===== config.mk =====
export PLATFORM = sky130hd
export DESIGN_NAME = div_iter
export DESIGN_NICKNAME = d
export VERILOG_FILES = /design/src/rtl/div_iter.sv
export SDC_FILE = /design/constraint.sdc
export NUM_CORES = 1
export LEC_CHECK = 0
export BUFFER_PORTS_ARGS = -buffer_cell sky130_fd_sc_hd__buf_4
export CAP_MARGIN = 0
export CORE_ASPECT_RATIO = 0.7
export CORE_MARGIN = 2
export CORE_UTILIZATION = 55
export DETAILED_ROUTE_END_ITERATION = 10
export GPL_TIMING_DRIVEN = 0
export MAX_ROUTING_LAYER = met4
export PLACE_DENSITY_LB_ADDON = 0.12
export SKIP_LAST_GASP = 1
export SLEW_MARGIN = 20
export SYNTH_ARGS = -nofsm -noshare
export SYNTH_HDL_FRONTEND = slang
export SYNTH_SLANG_ARGS = --single-unit

===== constraint.sdc =====
create_clock -name clk -period 5.91 [get_ports clk]
set_input_delay 0.591 -clock clk [delete_from_list [all_inputs] [get_ports clk]]
set_output_delay 0.591 -clock clk [all_outputs]
set_load 0.1 [all_outputs]

===== src/rtl/div_iter.sv =====
// Iterative 32-bit restoring divider: one quotient bit per cycle, signed or unsigned,
// quotient or remainder selectable per request, abortable by flush or by request drop.
package div_iter_pkg;
  localparam int unsigned DW = 32;

  // Request payload from the execute stage.
  typedef struct packed {
    logic          req_valid;
    logic          use_mod;
    logic          is_unsigned;
    logic [DW-1:0] src1;
    logic [DW-1:0] src2;
  } req_t;

  // Response payload back to the execute stage.
  typedef struct packed {
    logic [DW-1:0] result;
    logic          ok;
  } rsp_t;
endpackage

module div_iter
  import div_iter_pkg::*;
(
  input  logic        clk,
  input  logic        resetn,
  input  logic [66:0] es_to_div_bus,
  input  logic        flush_ES,
  output logic [32:0] div_to_es_bus
);

  localparam int unsigned CW = 5;

  typedef enum logic [1:0] {IDLE, BUSY, DONE} state_t;

  req_t          req;
  rsp_t          rsp;
  state_t        state, state_n;
  logic [CW-1:0] cnt, cnt_n;
  logic [DW-1:0] rem, rem_n, quo, quo_n, dvs, dvs_n, res, res_n;
  logic          mod_q, mod_n, qneg, qneg_n, rneg, rneg_n, ok, ok_n;

  logic [DW-1:0] abs1, abs2, step_rem, step_quo, q_fin, r_fin;
  logic [DW:0]   shifted, diff;

  assign req = req_t'(es_to_div_bus);

  // Operand magnitudes at acceptance; raw values for unsigned requests.
  always_comb begin
    abs1 = (!req.is_unsigned && req.src1[DW-1]) ? -req.src1 : req.src1;
    abs2 = (!req.is_unsigned && req.src2[DW-1]) ? -req.src2 : req.src2;
  end

  // One restoring step plus sign fix-up of the would-be final values.
  always_comb begin
    shifted = {rem, quo[DW-1]};
    diff    = shifted - {1'b0, dvs};
    if (!diff[DW]) begin
      step_rem = diff[DW-1:0];
      step_quo = {quo[DW-2:0], 1'b1};
    end else begin
      step_rem = shifted[DW-1:0];
      step_quo = {quo[DW-2:0], 1'b0};
    end
    q_fin = qneg ? -step_quo : step_quo;
    r_fin = rneg ? -step_rem : step_rem;
  end

  // Next-state and datapath update; flush wins over everything.
  always_comb begin
    state_n = state;
    cnt_n   = cnt;
    rem_n   = rem;
    quo_n   = quo;
    dvs_n   = dvs;
    res_n   = res;
    mod_n   = mod_q;
    qneg_n  = qneg;
    rneg_n  = rneg;
    ok_n    = 1'b0;
    if (flush_ES) begin
      state_n = IDLE;
    end else begin
      case (state)
        IDLE: begin
          if (req.req_valid) begin
            mod_n  = req.use_mod;
            qneg_n = !req.is_unsigned && (req.src1[DW-1] ^ req.src2[DW-1]);
            rneg_n = !req.is_unsigned && req.src1[DW-1];
            rem_n  = '0;
            quo_n  = abs1;
            dvs_n  = abs2;
            if (req.src2 == '0) begin
              // Divide by zero completes immediately with fixed results.
              state_n = DONE;
              ok_n    = 1'b1;
              cnt_n   = '0;
              res_n   = req.use_mod ? req.src1 : '1;
            end else begin
              state_n = BUSY;
              cnt_n   = CW'(DW - 1);
            end
          end
        end
        BUSY: begin
          if (!req.req_valid) begin
            state_n = IDLE;
          end else begin
            rem_n = step_rem;
            quo_n = step_quo;
            cnt_n = cnt - CW'(1);
            if (cnt == '0) begin
              state_n = DONE;
              ok_n    = 1'b1;
              res_n   = mod_q ? r_fin : q_fin;
            end
          end
        end
        DONE:    state_n = IDLE;
        default: state_n = IDLE;
      endcase
    end
  end

  // State and datapath registers.
  always_ff @(posedge clk or negedge resetn) begin
    if (!resetn) begin
      state <= IDLE;
      cnt   <= '0;
      rem   <= '0;
      quo   <= '0;
      dvs   <= '0;
      res   <= '0;
      mod_q <= 1'b0;
      qneg  <= 1'b0;
      rneg  <= 1'b0;
      ok    <= 1'b0;
    end else begin
      state <= state_n;
      cnt   <= cnt_n;
      rem   <= rem_n;
      quo   <= quo_n;
      dvs   <= dvs_n;
      res   <= res_n;
      mod_q <= mod_n;
      qneg  <= qneg_n;
      rneg  <= rneg_n;
      ok    <= ok_n;
    end
  end

  // Response bus is driven purely from registers.
  assign rsp.result    = res;
  assign rsp.ok        = ok;
  assign div_to_es_bus = rsp;

endmodule


* Yosys cells after proc, flatten, opt, wreduce, memory -nomap -nowiden *
Cells that the tools add are included.
W data, S select, Z words.

word-level totals
  flip-flop bits (word level) = 139
  input bits = 70
  output and inout port bits = 33
  word-level logic and storage cells = 72

cells by class
  add/sub/neg operators = 6
  equality and inequality tests = 7
  muxes and demuxes = 35
  bitwise gates (word level) = 2
  reduce and logical (&&, ||, !) cells = 12

operators by type and width
  cell                   number
  $mux W32               15
  $pmux W32 S2           3
  $neg A32 Y32           4
  $sub A33 B32 Y33       1
  $logic_not A32 Y1      1
  $mux W5                3
  $mux W2                5
  $pmux W5 S2            1
  $ne A2 B2 Y1 const B   4
  $mux W1                6
  $reduce_and A6 Y1      1
  $logic_not A5 Y1       1
  $sub A5 B1 Y5 const B  1
  $ne A4 B4 Y1 const B   1
  $pmux W2 S2            1
  $reduce_and A4 Y1      1
  $logic_and A1 B1 Y1    3
  $ne A3 B3 Y1 const B   1
  $reduce_and A3 Y1      1
  $eq A2 B1 Y1 const B   1
  $logic_not A2 Y1       1
  $pmux W1 S2            1
  $reduce_and A2 Y1      1
  $reduce_bool A2 Y1     1
  other kinds (3)        3

* Longest topological paths before layout *
Gate-level depths: netlist of the first run.

  depth after elaboration = 8
  mapped depth = 27

* Worst setup path before layout of the first run *
OpenSTA, ideal clock, no wires.

  kind = register -> register
  start point = reg quo[31]
  end point = reg res[16]
  library setup time = 0.092 ns
  data arrival time = 5.038 ns
  slack = 0.780 ns
  cell stages (with the launch flop) = 24
  buffers on the path = 2
  cells stage by stage = dfrtp_1 > inv_1 > ha_1 > inv_1 > fa_1 > a211oi_2 > o21ai_2 > o221ai_2 > a211oi_4 > nor3_2 > nor2_4 > inv_2 > buf_2 > buf_2 > mux2i_1 > ha_1 > nand2_1 > or3_1 > or3_4 > mux2_2 > o41ai_2 > xor2_1 > nor2_1 > o31ai_2

between the ends
  cells in the longest elaborated chain, start to end = 8

RTL lines
  what                                    line    RTL
  start: declaration                      40      logic [DW-1:0] rem, rem_n, quo, quo_n, dvs, dvs_n, res, res_n;
  start signal: assignment                142     quo <= quo_n;
  $sub A33 B32 Y33                        57      diff = shifted - {1'b0, dvs};
  $mux W1 or $mux W32 (tied branches)     58      if (!diff[DW]) begin
  $neg A32 Y32, on equally long branches  65, 66
  $mux W32, on equally long branches      65, 66
  $mux W32 (*)                            115     res_n = mod_q ? r_fin : q_fin;
  $mux W32 (*)                            112     if (cnt == '0) begin
  $mux W32 (*)                            106     if (!req.req_valid) begin
  $pmux W32 S2 (*)                        84      case (state)
  end signal: assignment                  144     res <= res_n;
  end: declaration                        40

Every way passes the cells marked *; elsewhere a longest branch is shown, timed or not. The select of a mux whose other input is x is not followed.
A chain may end at the register's enable or synchronous reset.

* Worst setup path after layout of the first run *
  start point = reg rem[10]
  end point = reg res[30]

between the ends
  cells in the longest elaborated chain, start to end = 8

RTL lines
  what                                    line    RTL
  start: declaration                      40
  start signal: assignment                141     rem <= rem_n;
  $sub A33 B32 Y33                        57
  $mux W1 or $mux W32 (tied branches)     58
  $neg A32 Y32, on equally long branches  65, 66
  $mux W32, on equally long branches      65, 66
  $mux W32 (*)                            115
  $mux W32 (*)                            112
  $mux W32 (*)                            106
  $pmux W32 S2 (*)                        84

Marked as above.

==> results of run 1 <==
## report_power, final
part | switching [W] | internal [W] | leakage (nW)
clock network | 0.000436 | 0.000689 | 0.292
logic | 0.00188 | 0.000920 | 3.66
registers | 0.000180 | 0.00113 | 1.74
total | 0.00250 | 0.00274 | 5.70
## Yosys cell counts, drive strengths merged (32+ instances only)
cell type and number:
mux2i 32, nor3 43, xor2 64, inv 58, xnor2 68, nand2 193
clkbuf 67, o21ai 183, a21oi 76, nor2 95, dfrtp 139, o22ai 42
ha 38, o31ai 40
## state kept, by name (all words and copies together), names as in the netlist, 2 cells and up
signal and cells:
dvs 32, quo 32, rem 32, res 32
cnt 5, state 2
## per-layer routing
| layer | vias to the layer above | GRT usage |
|---|---|---|
| met5 | - | - |
| met4 | 0 | 0.0895 |
| met3 | 73 | 0.0909 |
| met2 | 689 | 0.490 |
| met1 | 5845 | 0.580 |
| li1 | 5544 | - |
## what timing repair did
item	CTS	global route
gates resized for setup	8	17
setup buffers	5	3
endpoints found under the setup margin	13	10
hold endpoints to repair	0	0
pin swaps	5	7
## path summary, 6_finish.rpt
check / endpoint / depth (start not counted) / startpoint
worst max-delay path: res[30]$_DFFE_PN0P_ / 22 / rem[10]$_DFFE_PN0P_
worst min-delay path: dvs[27]$_DFFE_PN0P_ / 1 / resetn
worst max register to register: res[30]$_DFFE_PN0P_ / 22 / rem[10]$_DFFE_PN0P_
worst min register to register: dvs[10]$_DFFE_PN0P_ / 2 / dvs[10]$_DFFE_PN0P_
max in group asynchronous: res[8]$_DFFE_PN0P_ / 2 / resetn
min in group clk: mod_q$_DFFE_PN0P_ / 3 / es_to_div_bus[65]
## cell families after synthesis
group	Yosys count
muxes	39
DFF	139
adders and majority gates	39
AOI/OAI and AO/OA	479
xor gates and xnor gates	132
and+or+nand+nor	482
buffers and inverters	144
## area by class of cell
class                      count  area (µm²)
buffer                        81         352
sequential                   139        3480
tap                          276         345
inverter                      59         224
timing repair buffer         111         861
clock buffer                  22         474
multi-input combinational   1171        7580
clock inverter                 8         118
fill                        1833        7210
## through the flow
step	hold slack, ps	worst slack (ps)
floorplan	295	780
global placement	468	-720
detailed placement	474	-786
CTS	167	8.92
global route	177	-29.7
finish	116	154
==> summary.md, run 1 <==
| Metric | Value |
|---|---|
| Hold Vio Cnt, Final | `0` |
| Fin cells | `between 1500 and 2000` |
| Final core occ | `0.651` |
| Worst-case vdd ir drop | `a little under 0.3 mV` |
| Met3 WL | `about 4.7 mm` |
| Library cells used by synthesis | `90` |
| EDFF count, synth | `0` |
| Die footprint | `around 22000 µm²` |
| Synth Flop Type | `dfrtp_1` |
| Vias in the first global route | `roughly 11000` |
| Slowest-stage cell, CP | `dfrtp_1` |
| Metal2 WL | `around 16 mm` |
| Mux cell area share after synthesis | `0.0346` |
| Max incr delay on CP | `between 400 and 500 ps` |
| Worst-path fanout max | `10` |
| CP required | `6260 ps` |
| Finished Cell Area | `around 13000 µm²` |
| Max Slew Vio Count | `0` |
| Hold Path Class | `input pin to asynchronous set/reset pin` |
| Post-Route Skew | `13.1 ps` |
| Clock buffer count from CTS | `17` |
| Tightest Pin Transition | `~1000 ps` |
| Avg Vias per Cell | `between 6 and 7` |
| Worst skew pair latency | `450 ps` |
| CP Cell Sequence | `ha_1, buf_2, nand4_1, nor3_2, o221ai_4, a211oi_4, o21a_2, nor2_4, inv_4, buf_6, buf_6, mux2i_4, ha_2, nand2_1, or3_4, or3_4, o41ai_4, buf_4, nand3_2, o41ai_2, xnor2_1, o31ai_2` |
| Compound-Gate Fraction of Synth Area | `0.270` |
| Leading area contributor after synthesis | `dfrtp_1` |
| H-tree levels | `4` |
| WL final | `40.3 mm` |
| Initial Utilization | `0.559` |
| Die height | `~130 µm` |
| Cell Pwr Density | `~390 nW/µm²` |
| Initial antenna violation count | `0` |
| Largest net degree at the start of global routing | `just under 80` |
| Syn. warnings | `0` |
| Ant diodes | `0` |
| Row count | `44` |
| Commonest non-fill, non-tap cell in the layout | `nand2_1` |
| Syn nets | `about 1600` |
| GRT Overall Usage | `0.378` |
| GRT Residual Overflow | `0` |
| CTS Hold Bufs | `0` |
| Cell count after synthesis | `1454` |
| Crit. End Element | `register` |
| Final nets | `about 1700` |
| #FFs+latches synth | `about 140` |
| Largest family of logic cells by synthesized area | `compound AO/OA/AOI/OAI gates` |
| Drt initial violations | `around 1500` |
| Async S/R FF share, synth | `1.00` |
| First-pass GRT wire length | `~63 mm` |
| DR vias | `between 10000 and 15000` |
| Post-DP Area | `about 13000 µm²` |
| Fraction of layout cells with a size suffix above 1 | `0.140` |
| Final-report setup violation count | `0` |
| Antenna-violating nets left | `0` |
| Sequential element share of the synthesized area | `0.301` |
| F_max | `0.174 GHz` |
| Wl on met1 | `18.9 mm` |
| Fin crit share | `0.974` |
| Max-cap violations | `0` |
| Xor and xnor fraction of the mapped netlist area | `0.100` |
| Drt pass-1 iters | `7` |
| Setup Crit Path Kind | `register to register` |
| Rel. slew slack | `0.328` |
| Status | `completed` |
| DRC | `0` |
| Die X | `about 180 µm` |
| DPL Wire Length | `about 31 mm` |
| Input/output buffers | `about 100` |
| Leak Pwr | `5.70 nW` |
| Clk slew on worst S/H paths | `approximately 60 ps` |
| Total power | `0.00524 W` |
| Layout area overhead | `16.4%` |
| Final min period | `~5800 ps` |
| Startpoint Class | `register` |
| IO Count | `between 100 and 150` |
| Setup TNS | `0 ps` |
| CTS tree | `done` |
| Flop2flop setup slack | `about 150 ps` |
| Core region area | `about 21000 µm²` |
| Clk sinks | `roughly 140` |
| CTS Buffer Depth | `2` |
| Post-Synth Adder-Cell Area | `0.0429` |
| Simple-Gate Fraction of Synth Area | `0.202` |
| Synth top area share | `0.301` |
| Synth Cell Area | `approximately 12000 µm²` |
| DR top layer | `met4` |
| Average cell area after synthesis | `between 7 and 8 µm²` |
| Cells after DPL | `between 1500 and 2000` |
| Synth area leaders | `dfrtp_1 (30%), o21ai_0 (7.5%), nand2_1 (6.3%)` |
| Most frequent cells in the layout | `nand2_1 (193), o21ai_0 (174), dfrtp_1 (138)` |
| Crit-path leading delay family | `compound AO/OA/AOI/OAI gates` |
| Gpl congestion | `between 1 and 1.5` |
| Crit path DAT | `between 6000 and 7000 ps` |
| Bufs and invs on worst path | `5` |
| Routed WL per cell | `21.6 µm` |
| Clk root buf | `clkbuf_16` |
Note: power is estimated with default switching activity, not from simulation.
==> run 2: changes to the inputs <==
==> constraint.sdc (replaced) <==
create_clock -name clk -period 5.91 [get_ports clk]
set_input_delay 0.2955 -clock clk [delete_from_list [all_inputs] [get_ports clk]]
set_output_delay 0.2955 -clock clk [all_outputs]
set_load 0.1 [all_outputs]
==> summary.md, run 2 (synthesis gave the netlist of run 1 again) <==
| Metric | Value |
|---|---|
| Status | `completed` |
| Cell Pwr Density | `around 390 nW/µm²` |
| GRT Overall Usage | `0.378` |
| Row count | `44` |
| Finished Cell Area | `~13000 µm²` |
| Routed WL per cell | `21.6 µm` |
| Critical hold path startpoint | `es_to_div_bus[65]` |
| Core region area | `just over 20000 µm²` |
| R2R depth | `22` |
| DPL Wire Length | `~31 mm` |
| Drt pass-1 iters | `5` |
| Final nets | `between 1500 and 2000` |
| FF-to-FF End | `res[30]$_DFFE_PN0P_` |
| Worst skew pair latency | `around 440 ps` |
| Worst-path fanout max | `10` |
| First-pass GRT wire length | `63.0 mm` |
| H-tree levels | `4` |
| Largest net degree at the start of global routing | `78` |
| Fillcell total | `about 1800` |
| Initial antenna violation count | `0` |
| Most frequent cells in the layout | `nand2_1 (193), o21ai_0 (174), dfrtp_1 (138)` |
| Fraction of layout cells with a size suffix above 1 | `0.139` |
| Die height | `between 100 and 150 µm` |
| Clk sinks | `around 140` |
| Clk root buf | `clkbuf_16` |
| WHS Path Cells | `3` |
| CTS Buffer Depth | `2` |
| Antenna-violating nets left | `0` |
| Final-report setup violation count | `0` |
| CP required | `6250 ps` |
| Leak Pwr | `roughly 5.7 nW` |
| Startpoint Class | `register` |
| Cells after DPL | `~1800` |
| DR vias | `between 10000 and 15000` |
| IO Count | `~100` |
| Gpl congestion | `about 1.0` |
| Clock buffer count from CTS | `17` |
| Worst-case vdd ir drop | `about 0.29 mV` |
| Multi-input gate area | `roughly 7600 µm²` |
| Crit path DAT | `~6100 ps` |
| Final min period | `around 5800 ps` |
| Rel. slew slack | `0.320` |
| Crit Reg-Reg Startpoint | `rem[10]$_DFFE_PN0P_` |
| Clk slew on worst S/H paths | `70 ps` |
| Setup Crit Path Kind | `register to register` |
| GRT Residual Overflow | `0` |
| F_max | `approximately 0.17 GHz` |
| Fin crit share | `0.973` |
| Flop2flop setup slack | `160 ps` |
| Post-Route Skew | `approximately 12 ps` |
| Tightest Pin Transition | `approximately 1000 ps` |
| Sequential Area | `~3500 µm²` |
| Die footprint | `roughly 22000 µm²` |
| Max Slew Vio Count | `0` |
| Input/output buffers | `around 100` |
| Die X | `approximately 180 µm` |
| Post-DP Area | `~13000 µm²` |
| Hold Vio Cnt, Final | `0` |
| Hold Path Class | `input pin to register` |
| Drt initial violations | `1466` |
| Layout area overhead | `16.5%` |
| Fin cells | `approximately 1900` |
| WL final | `about 40 mm` |
| Max-cap violations | `0` |
| Avg Vias per Cell | `6.56` |
| Hold Path Sink | `mod_q$_DFFE_PN0P_` |
| Commonest non-fill, non-tap cell in the layout | `nand2_1` |
| DRC | `0` |
| Initial Utilization | `0.559` |
| Crit. End Element | `register` |
| Vias in the first global route | `between 10000 and 15000` |
| CTS tree | `done` |
## run 2: changes by cell type in the layout (fill, tap and decap cells not counted)
cell	previous run	this run
dlygate4sd3_1	0	1
diode_2	0	1
## run 2: layout make-up
cell class | instances | area share
Inverter | 59 | 0.0167
Clock buffer | 22 | 0.0353
Antenna cell | 1 | 0.000186
Sequential cell | 139 | 0.259
Buffer | 81 | 0.0261
Clock inverter | 8 | 0.00875
Timing Repair Buffer | 112 | 0.0648
Tap cell | 276 | 0.0257
Multi-Input combinational cell | 1171 | 0.564
## run 2: metal layers
metal / wire (µm) / vias to the layer above / global-route usage
met5: 0 / - / -
met4: 684 / 0 / 0.0895
met3: 4740 / 55 / 0.0909
met2: 16000 / 738 / 0.490
met1: 18800 / 5923 / 0.580
li1: - / 5537 / -
## run 2: timing repair
action	CTS	global route
pin swaps	5	7
resized for setup	8	17
hold buffers	1	0
hold endpoints to repair	76	0
setup endpoints to repair	13	10
buffers inserted	5	3
## run 2: worst max path at each step
stage	endpoint	slack, ps	startpoint	depth (start not counted)
2_1_floorplan	res[16]$_DFFE_PN0P_	780	quo[31]$_DFFE_PN0P_	23
3_5_place_dp	res[30]$_DFFE_PN0P_	-790	quo[31]$_DFFE_PN0P_	26
3_3_place_gp	res[30]$_DFFE_PN0P_	-720	quo[31]$_DFFE_PN0P_	26
5_1_grt	res[30]$_DFFE_PN0P_	-30	quo[31]$_DFFE_PN0P_	24
6_report	res[30]$_DFFE_PN0P_	160	rem[10]$_DFFE_PN0P_	22
4_1_cts	res[30]$_DFFE_PN0P_	9	quo[31]$_DFFE_PN0P_	24
## run 2: report_power, final
group | switching (W) | total (W) | leakage [nW] | internal, W
Clock | 0.000437 | 0.00113 | 0.292 | 0.000689
Combinational | 0.00188 | 0.00280 | 3.67 | 0.000920
Sequential | 0.000181 | 0.00131 | 1.74 | 0.00113
## run 2: stage by stage
step / worst slack, ps / TNS [ps] / power, W / hold WS (ps) / utilization
2_1_floorplan: 780 / 0 / 0.00325 / -0.0911 / -
3_3_place_gp: -720 / -6720 / 0.00392 / 468 / 0.613
3_5_place_dp: -786 / -7350 / 0.00396 / 324 / 0.615
4_1_cts: 8.92 / 0 / 0.00512 / 79.2 / 0.647
5_1_grt: -29.7 / -29.7 / 0.00549 / 89.6 / 0.651
6_report: 158 / 0 / 0.00524 / 85.1 / 0.651
## run 2: critical path, cell delays in order (launching register included)
cell and delay (ps):
dfrtp_1 430, ha_1 340, buf_2 220, nand4_1 170, nor3_2 320, o221ai_4 230, a211oi_4 400, o21a_2 230
nor2_4 50, inv_4 120, buf_6 200, buf_6 200, mux2i_4 280, ha_2 220, nand2_1 90, or3_4 420
or3_4 400, o41ai_4 290, buf_4 200, nand3_2 100, o41ai_2 360, xnor2_1 130, o31ai_2 200
==> run 3: changes to the inputs <==
--- a/config.mk
+++ b/config.mk
@@ -14,6 +14,7 @@
 export GPL_TIMING_DRIVEN = 0
 export MAX_ROUTING_LAYER = met4
 export PLACE_DENSITY_LB_ADDON = 0.12
+export REMOVE_ABC_BUFFERS = 1
 export SKIP_LAST_GASP = 1
 export SLEW_MARGIN = 20
 export SYNTH_ARGS = -nofsm -noshare
==> summary.md, run 3 (synthesis gave the netlist of run 1 again) <==
| Metric | Value |
|---|---|
| Crit. End Element | `register` |
| Layout area overhead | `13.8%` |
| Logic pwr share | `0.521` |
| Commonest non-fill, non-tap cell in the layout | `nand2_1` |
| Gpl congestion | `between 0.9 and 1` |
| Input/output buffers | `approximately 100` |
| Cells after DPL | `between 1500 and 2000` |
| Fin cells | `roughly 1800` |
| Hold Vio Cnt, Final | `0` |
| Final nets | `1609` |
| Routed WL per cell | `~19 µm` |
| Met3 WL | `around 2.6 mm` |
| Ant diodes | `0` |
| Crit path DAT | `around 5900 ps` |
| Initial Utilization | `0.559` |
| Most frequent cells in the layout | `nand2_1 (191), o21ai_0 (174), dfrtp_1 (138)` |
| H-tree levels | `4` |
| Drt initial violations | `around 1200` |
| Fraction of layout cells with a size suffix above 1 | `0.134` |
| Wl on met1 | `around 16 mm` |
| Vias in the first global route | `~11000` |
| Die footprint | `between 20000 and 25000 µm²` |
| IO Count | `slightly above 100` |
| Final-report setup violation count | `0` |
| WL final | `between 30 and 40 mm` |
| DPL Wire Length | `~25 mm` |
| Final core occ | `0.636` |
| Leak Pwr | `5.56 nW` |
| Final min period | `about 5600 ps` |
| Flop pwr share | `0.263` |
| Clk sinks | `approximately 140` |
| Worst skew pair latency | `about 440 ps` |
| Hold Path Class | `input pin to register` |
| Finished Cell Area | `about 13000 µm²` |
| Switch Pwr | `roughly 0.0023 W` |
| CTS Buffer Depth | `2` |
| Largest net degree at the start of global routing | `94` |
| Clk pwr share | `0.216` |
| Switching portion of total power | `0.467` |
| Max Slew Vio Count | `0` |
| F_max | `roughly 0.18 GHz` |
| Worst-case vdd ir drop | `0.281 mV` |
| Row count | `44` |
| Post-Route Skew | `9.62 ps` |
| Max-cap violations | `0` |
| RSZ-0062 raised after global routing | `no` |
| Fillcell total | `around 1800` |
| Rel. slew slack | `0.296` |
| Fin crit share | `0.944` |
| Clock buffer count from CTS | `17` |
| Clk root buf | `clkbuf_16` |
| CP required | `between 6000 and 7000 ps` |
| Tightest Pin Transition | `approximately 1100 ps` |
| Core region area | `20600 µm²` |
| GRT Residual Overflow | `0` |
| DR vias | `11200` |
| Worst-path fanout max | `32` |
| Metal2 WL | `around 14 mm` |
| Cell Pwr Density | `roughly 380 nW/µm²` |
| Status | `completed` |
| Die X | `approximately 180 µm` |
| Avg Vias per Cell | `~6.3` |
| Post-DP Area | `between 10000 and 15000 µm²` |
| Startpoint Class | `register` |
| Initial antenna violation count | `0` |
| First-pass GRT wire length | `around 56 mm` |
| Clk slew on worst S/H paths | `60 ps` |
| Power Internal | `around 0.0027 W` |
| Drt pass-1 iters | `5` |
| Total power | `around 0.005 W` |
| Die height | `125 µm` |
| Setup Crit Path Kind | `register to register` |
| Antenna-violating nets left | `0` |
| Setup ws final | `roughly 330 ps` |
| DRC | `0` |
| CTS tree | `done` |
| Pre-CTS setup slack | `-920 ps` |
| DR top layer | `met4` |
| GRT Overall Usage | `0.324` |
[run 3: critical path, cell delays in order, from the launching register on]
cell	delay [ps]
dfrtp_1	450
ha_1	510
nand4_1	160
nor3_1	380
o221ai_4	250
a211oi_4	360
o21a_2	400
nor2_4	80
inv_6	240
mux2i_2	330
ha_1	230
nand2_1	80
or3_1	430
or3_4	410
o41ai_4	290
buf_4	200
nand3_2	110
o41ai_2	260
xnor2_1	120
o31ai_2	170
[run 3: metrics by stage]
stage | TNS (ps) | hold WS, ps
after floorplan | 0 | -0.0911
after global placement | -14050 | 466
after detailed placement | -8660 | 217
after CTS | 0 | 58.3
after global routing | 0 | 89.7
final | 0 | 78.2
[run 3: power by group through the flow]
| stage | sequential [W] | combinational (W) | clock [W] |
|---|---|---|---|
| after floorplan | 0.00174 | 0.00148 | 0 |
| after global placement | 0.00133 | 0.00249 | 0 |
| after detailed placement | 0.00133 | 0.00254 | 0 |
| after CTS | 0.00132 | 0.00257 | 0.00109 |
| after global routing | 0.00135 | 0.00284 | 0.00114 |
| final | 0.00132 | 0.00261 | 0.00109 |
[run 3: area by class of cell]
class                   count  area [µm²]  area share
inverters                  59         226      0.0172
clock buffers              23         488      0.0371
repair buffers            112         940      0.0715
flip-flops and latches    139        3480       0.265
clock inverters             7        90.1     0.00686
well taps                 276         345      0.0263
multi-input cells        1171        7570       0.576
[run 3: per-layer routing]
metal | GRT usage | up-vias
li1 | - | 5374
met1 | 0.470 | 5379
met2 | 0.456 | 411
met3 | 0.0620 | 46
met4 | 0.0933 | 0
met5 | - | -
[run 3: path summary, 6_finish.rpt]
check / cells past startpoint / slack (ps) / start / end
worst max register to register: 19 / 330 / rem[11]$_DFFE_PN0P_ / res[30]$_DFFE_PN0P_
min in group asynchronous: 2 / 350 / resetn / dvs[28]$_DFFE_PN0P_
worst min register to register: 2 / 480 / dvs[28]$_DFFE_PN0P_ / dvs[28]$_DFFE_PN0P_
worst min-delay path: 3 / 80 / es_to_div_bus[65] / mod_q$_DFFE_PN0P_
max in group asynchronous: 3 / 4730 / resetn / rem[8]$_DFFE_PN0P_
worst max-delay path: 19 / 330 / rem[11]$_DFFE_PN0P_ / res[30]$_DFFE_PN0P_
[run 3: timing repair]
item                       in CTS  in global routing
pin swaps                       2                  1
hold buffers                    1                  0
setup buffers                   2                  1
setup endpoints to repair      13                  9
hold endpoints to repair       46                  0
resized for setup               3                  6
